$ cat src/rtl/display_pkg.sv
// display_pkg -- shared types and constants for the multiplexed display scanner.
//   phase_t   : slot phase, BLANK (guard, everything off) or DRIVE.
//   SEG_BLANK : all segments dark (outputs are active-low).
//   DIG_ON/DIG_OFF, SEG_ON/SEG_OFF : active-low polarity of digit and segment lines.
package display_pkg;

    typedef enum logic {
        BLANK = 1'b0,
        DRIVE = 1'b1
    } phase_t;

    localparam logic [7:0] SEG_BLANK = 8'hFF;

    localparam logic DIG_ON  = 1'b0;
    localparam logic DIG_OFF = 1'b1;
    localparam logic SEG_ON  = 1'b0;
    localparam logic SEG_OFF = 1'b1;

endpackage

$ cat src/rtl/SevenSeg_Decoder.sv
// SevenSeg_Decoder -- hex nibble to active-low seven-segment pattern.
//   nibble : input  [3:0] hex value 0..F
//   seg_n  : output [6:0] segments g..a (bit 0 = a), 0 = lit
module SevenSeg_Decoder (
    input  logic [3:0] nibble,
    output logic [6:0] seg_n
);

    always_comb begin
        case (nibble)
            4'h0:    seg_n = 7'h40;
            4'h1:    seg_n = 7'h79;
            4'h2:    seg_n = 7'h24;
            4'h3:    seg_n = 7'h30;
            4'h4:    seg_n = 7'h19;
            4'h5:    seg_n = 7'h12;
            4'h6:    seg_n = 7'h02;
            4'h7:    seg_n = 7'h78;
            4'h8:    seg_n = 7'h00;
            4'h9:    seg_n = 7'h10;
            4'hA:    seg_n = 7'h08;
            4'hB:    seg_n = 7'h03;
            4'hC:    seg_n = 7'h46;
            4'hD:    seg_n = 7'h21;
            4'hE:    seg_n = 7'h06;
            default: seg_n = 7'h0E;
        endcase
    end

endmodule

$ cat src/rtl/display_scanner.sv
// display_scanner -- time-multiplexed seven-segment display driver.
//   clk, rst   : clock (rising edge) and synchronous active-high reset
//   digits_in  : one hex nibble per digit, digit 0 in bits 3:0
//   dp_in      : decimal point per digit, 1 = lit
//   update     : one-cycle request; data is captured at the next frame boundary
//   lz_en      : leading-zero suppression enable
//   brightness : PWM duty, 0 = dark
//   dig_sel    : active-low digit enables (at most one low)
//   seg_out    : active-low segments, bit 7 = dp
//   frame_done : one-cycle pulse when the digit index wraps to 0
module display_scanner
    import display_pkg::*;
#(
    parameter int NUM_DIGITS   = 4,
    parameter int SCAN_CYCLES  = 50000,
    parameter int BLANK_CYCLES = 500,
    parameter int BRIGHT_W     = 4
) (
    input  logic                    clk,
    input  logic                    rst,
    input  logic [4*NUM_DIGITS-1:0] digits_in,
    input  logic [NUM_DIGITS-1:0]   dp_in,
    input  logic                    update,
    input  logic                    lz_en,
    input  logic [BRIGHT_W-1:0]     brightness,
    output logic [NUM_DIGITS-1:0]   dig_sel,
    output logic [7:0]              seg_out,
    output logic                    frame_done
);

    localparam int CNT_W = $clog2(SCAN_CYCLES);
    // A single digit still needs a 1-bit index register; it simply stays 0.
    localparam int IDX_W = (NUM_DIGITS > 1) ? $clog2(NUM_DIGITS) : 1;

    logic [CNT_W-1:0]        scan_cnt;
    logic [IDX_W-1:0]        idx;
    logic [BRIGHT_W-1:0]     pwm_cnt;
    logic [4*NUM_DIGITS-1:0] shadow_dig;
    logic [NUM_DIGITS-1:0]   shadow_dp;
    logic                    pending;

    logic                    slot_end, last_dig, frame_wrap;
    phase_t                  phase;
    logic [3:0]              cur_nib;
    logic                    cur_dp;
    logic [NUM_DIGITS-1:0]   sup;
    logic                    zrun;
    logic                    digit_on;
    logic [6:0]              dec_seg;
    logic [NUM_DIGITS-1:0]   sel_d;
    logic [7:0]              seg_d;

    assign slot_end   = (scan_cnt == CNT_W'(SCAN_CYCLES - 1));
    assign last_dig   = (idx == IDX_W'(NUM_DIGITS - 1));
    assign frame_wrap = slot_end && last_dig;
    assign phase      = (scan_cnt < CNT_W'(BLANK_CYCLES)) ? BLANK : DRIVE;

    // Slot counter, digit index and free-running PWM counter
    always_ff @(posedge clk) begin
        if (rst) begin
            scan_cnt <= '0;
            idx      <= '0;
            pwm_cnt  <= '0;
        end else begin
            pwm_cnt <= pwm_cnt + 1'b1;
            if (slot_end) begin
                scan_cnt <= '0;
                idx      <= last_dig ? '0 : idx + 1'b1;
            end else begin
                scan_cnt <= scan_cnt + 1'b1;
            end
        end
    end

    // Shadow capture: requests are merged into one pending flag and only
    // take effect at the frame boundary, so a frame never shows mixed data.
    // A request on the boundary cycle itself is honoured immediately.
    always_ff @(posedge clk) begin
        if (rst) begin
            shadow_dig <= '0;
            shadow_dp  <= '0;
            pending    <= 1'b0;
        end else if (frame_wrap) begin
            if (pending || update) begin
                shadow_dig <= digits_in;
                shadow_dp  <= dp_in;
            end
            pending <= 1'b0;
        end else if (update) begin
            pending <= 1'b1;
        end
    end

    // Leading-zero run from the top digit down: sup[k] means digits
    // k..NUM_DIGITS-1 are all zero with no dp. Digit 0 is never suppressed.
    always_comb begin
        sup  = '0;
        zrun = 1'b1;
        for (int k = NUM_DIGITS - 1; k >= 1; k--) begin
            zrun   = zrun && (shadow_dig[4*k +: 4] == 4'h0) && !shadow_dp[k];
            sup[k] = zrun;
        end
    end

    // Current-digit mux
    always_comb begin
        cur_nib = 4'h0;
        cur_dp  = 1'b0;
        for (int k = 0; k < NUM_DIGITS; k++) begin
            if (idx == IDX_W'(k)) begin
                cur_nib = shadow_dig[4*k +: 4];
                cur_dp  = shadow_dp[k];
            end
        end
    end

    SevenSeg_Decoder u_dec (
        .nibble (cur_nib),
        .seg_n  (dec_seg)
    );

    assign digit_on = (phase == DRIVE) && (brightness > pwm_cnt) && !(lz_en && sup[idx]);

    always_comb begin
        sel_d = {NUM_DIGITS{DIG_OFF}};
        seg_d = SEG_BLANK;
        if (digit_on) begin
            for (int k = 0; k < NUM_DIGITS; k++) begin
                if (idx == IDX_W'(k))
                    sel_d[k] = DIG_ON;
            end
            seg_d = {cur_dp ? SEG_ON : SEG_OFF, dec_seg};
        end
    end

    // Registered outputs, one clock behind the counter state
    always_ff @(posedge clk) begin
        if (rst) begin
            dig_sel    <= {NUM_DIGITS{DIG_OFF}};
            seg_out    <= SEG_BLANK;
            frame_done <= 1'b0;
        end else begin
            dig_sel    <= sel_d;
            seg_out    <= seg_d;
            frame_done <= frame_wrap;
        end
    end

endmodule
$ cat config.mk
export PLATFORM = sky130hd
export DESIGN_NAME = display_scanner
export DESIGN_NICKNAME = d
export VERILOG_FILES = /design/src/rtl/display_pkg.sv /design/src/rtl/SevenSeg_Decoder.sv /design/src/rtl/display_scanner.sv
export SDC_FILE = /design/constraint.sdc
export NUM_CORES = 1
export LEC_CHECK = 0
export CAP_MARGIN = 20
export CORE_UTILIZATION = 45
export DETAILED_ROUTE_END_ITERATION = 6
export GPL_TIMING_DRIVEN = 1
export PLACE_DENSITY_LB_ADDON = 0.15
export RECOVER_POWER = 100
export SLEW_MARGIN = 15
export SYNTH_ARGS = -nofsm -noshare
export SYNTH_HDL_FRONTEND = slang
export SYNTH_HIERARCHICAL = 1
export SYNTH_SLANG_ARGS = --single-unit
$ cat constraint.sdc
create_clock -name clk -period 3.5 [get_ports clk]
set_input_delay 0.7 -clock clk [delete_from_list [all_inputs] [get_ports clk]]
set_output_delay 0.7 -clock clk [all_outputs]
set_load 0.02 [all_outputs]
==> flow_summary_export.csv <==
group,metric,value,unit
outcome,status,"completed",
power,vdd_drop_max,0.165,mV
timing,maxSlewViolCount,0,
worst_hold_path,worst_hold_path_type,"flip-flop to flip-flop",
clock_network,hold_buffers,0,
synth,seq_area_frac_synth,37.5,%
power,powerDensity,327,mW/mm^2
synth,syn_area_per_cell,9.08,sq um
synth,synthArstFlopShare,0,%
final_layout,regArea,0.00112,sq mm
clock_network,clk_latency,300,ps
clock_network,cts_buffers,5,
clock_network,clkSinkCount,56,
timing,maxSlewHeadroom,27.9,%
routing,highest-signal-layer,"met4",
timing,setup_violations,0,
timing,rsz0062_at_grt,"no",
synth,ys_ff_latch,56,
critical_path,crit_arrival,3300,ps
place,place_hpwl,4170,microns
floorplan,fp.dieH,83.5,microns
routing,drc_errors,0,
critical_path,r2r_slack,430,ps
critical_path,startpoint,"scan_cnt[11]",
final_layout,final_area,0.00349,sq mm
routing,routed_via_density,5.15,
routing,drt_pass1_iterations,4,
timing,fmax,326,MHz
global_route,grt_pass1_vias,2199,
synth,synth_fa_ha_area_share,7.12,%
timing,fin_crit_sh,87.7,%
final_layout,nets,408,
synth,muxShareOfSynthArea,9.97,%
synth,syn_area,0.00299,sq mm
critical_path,end_kind,"flip-flop",
clock_network,post_cts_buffers,0,
routing,met1_length,2740,microns
final_layout,final_core_util,54.6,%
final_layout,fillers,590,
critical_path,r2r_start,"scan_cnt[11]",
floorplan,die_x,83.5,microns
floorplan,initial_core_util,46.8,%
clock_network,cts_tree,"done",
synth,synth_edf_count,0,
floorplan,ioPinCount,41,
routing,drt_iter0_markers,77,
global_route,grt_overflow_total,0,
timing,layout_setup_ws,429,ps
synth,synth-simple-area-share,28.4,%
synth,ys_warn_count,6,
timing,final_hold_viol_count,0,
floorplan,die-area,0.00697,sq mm
power,total_power,1.14,mW
global_route,antenna_found_initial,0,
timing,tns,0,ps
clock_network,clk_pin_slew,90,ps
synth,synthDistinctLibCells,46,
synth,synth_top_family_by_area,"simple AND/OR/NAND/NOR gates",
worst_hold_path,holdCritStartpoint,"shadow_dp[0]",
synth,synth-main-ff-cell,"dfxtp_1",
final_layout,diodes,0,
routing,wl,5580,microns
timing,clock_skew,3.49,ps
final_layout,area_growth_syn_to_layout,16.7,%
critical_path,cp.required,3730,ps
routing,wl_met3,130,microns
critical_path,critPathLaunchType,"flip-flop",
floorplan,core_area,0.00639,sq mm
clock_network,cts_resized,0,
global_route,grt_util_all_layers,17.4,%
place,port_buffers,40,
timing,min_period,3070,ps
synth,synth_compound_area_share,6.32,%
synth,synth_nets,374,
synth,synth_xor_area_share,4.69,%
power,cellLeakagePower,1.22,nW
routing,ant_nets,0,
place,routabilityCongestion,0.871,
floorplan,rows,29,
clock_network,htreeDepth,2,
final_layout,multi_input_area,0.00167,sq mm
place,place_area,0.00340,sq mm
final_layout,layout-drive-gt1-share,4.67,%
clock_network,clockBufferDepth,2,
routing,post_drt_wl_per_cell,12.6,microns
clock_network,ctsRootBufferMaster,"clkbuf_8",
synth,syn_inst,329,
timing,tightestPinTransition,1070,ps
global_route,grt_pass1_wl,9920,microns
routing,via_count,2272,
place,pre_cts_ws,489,ps
global_route,grt_max_degree,32,
critical_path,critPathKind,"flip-flop to flip-flop",
job,drv_cap,0,
routing,route.met2.wl,2640,microns
critical_path,cp_max_fo,20,
[per-stage QoR]
| step | hold WS (ps) | instances |
|---|---|---|
| after detailed placement | 465 | 433 |
| final | 487 | 441 |
| after floorplan | 433 | 329 |
| after global routing | 513 | 441 |
| after CTS | 488 | 441 |
| after global placement | 452 | 433 |
[cell usage after synthesis, types with 3 or more instances]
library cell	number	area (sq um)
nor4_1	6	37.5
clkbuf_1	11	41.3
mux2i_1	26	260
nand3_1	19	95.1
buf_2	3	15.0
nor2_1	37	139
nor2b_1	5	31.3
o21ai_0	7	35.0
nor3_1	6	30.0
nand4_1	5	31.3
a21oi_1	10	50.1
dfxtp_1	56	1120
xnor2_1	12	105
inv_1	14	52.6
nand2b_1	40	250
nand2_1	14	52.6
xor2_1	4	35.0
nand3b_1	4	30.0
ha_1	17	213
[final timing paths]
check             endpoint  depth (start not counted)
max reg2reg  shadow_dig[3]                          5
max          shadow_dig[3]                          5
min reg2reg   shadow_dp[0]                          2
min           shadow_dp[0]                          2
[area by class of cell]
class | count | area share, %
clock buffer | 6 | 2.08
clock inverter | 2 | 1.00
inverter | 14 | 1.51
multi-input combinational | 240 | 47.9
sequential | 56 | 32.1
tap | 77 | 2.76
timing repair buffer | 46 | 12.6
[flip-flops by register name, indices dropped and copies added (netlist names)]
name and count:
scan_cnt 16, shadow_dig 16, seg_out 8, dig_sel 4, pwm_cnt 4, shadow_dp 4, idx 2, frame_done 1
pending 1
[metal layers]
metal / vias to the layer above / global-route usage, %
met4: 0 / 5.70
met1: 1049 / 22.9
li1: 1187 / -
met2: 32 / 29.1
met5: - / 0
met3: 4 / 2.87
[logic make-up after synthesis]
group,count (synthesis)
buffers and inverters,33
AND/OR/NAND/NOR,150
multiplexers,28
AO/OA/AOI/OAI,29
adder cells (fa/ha/maj),17
XOR/XNOR,16
flip-flops,56
[critical path, stage by stage (launching register included)]
cell      delay (ps)
dfxtp_1          360
or4_2            680
nor4_1           890
and3b_1          290
clkbuf_2         520
mux2i_1          250
[report_power, final]
part / internal (mW) / switching, mW / total (mW)
registers: 0.643 / 0.00643 / 0.650
logic: 0.0488 / 0.0320 / 0.0807
clock network: 0.213 / 0.198 / 0.411
total: 0.905 / 0.236 / 1.14
[cell usage in the layout (no fill, tap or decap), drive strengths merged, types with 8 or more instances in the layout]
cell	count
dfxtp	56
nand2b	40
nor2	37
mux2i	26
clkdlybuf4s50	25
nand3	19
ha	17
dlygate4sd3	15
inv	14
nand2	14
xnor2	12
a21oi	10
clkbuf	8
Power figures use the tool's default switching activity.
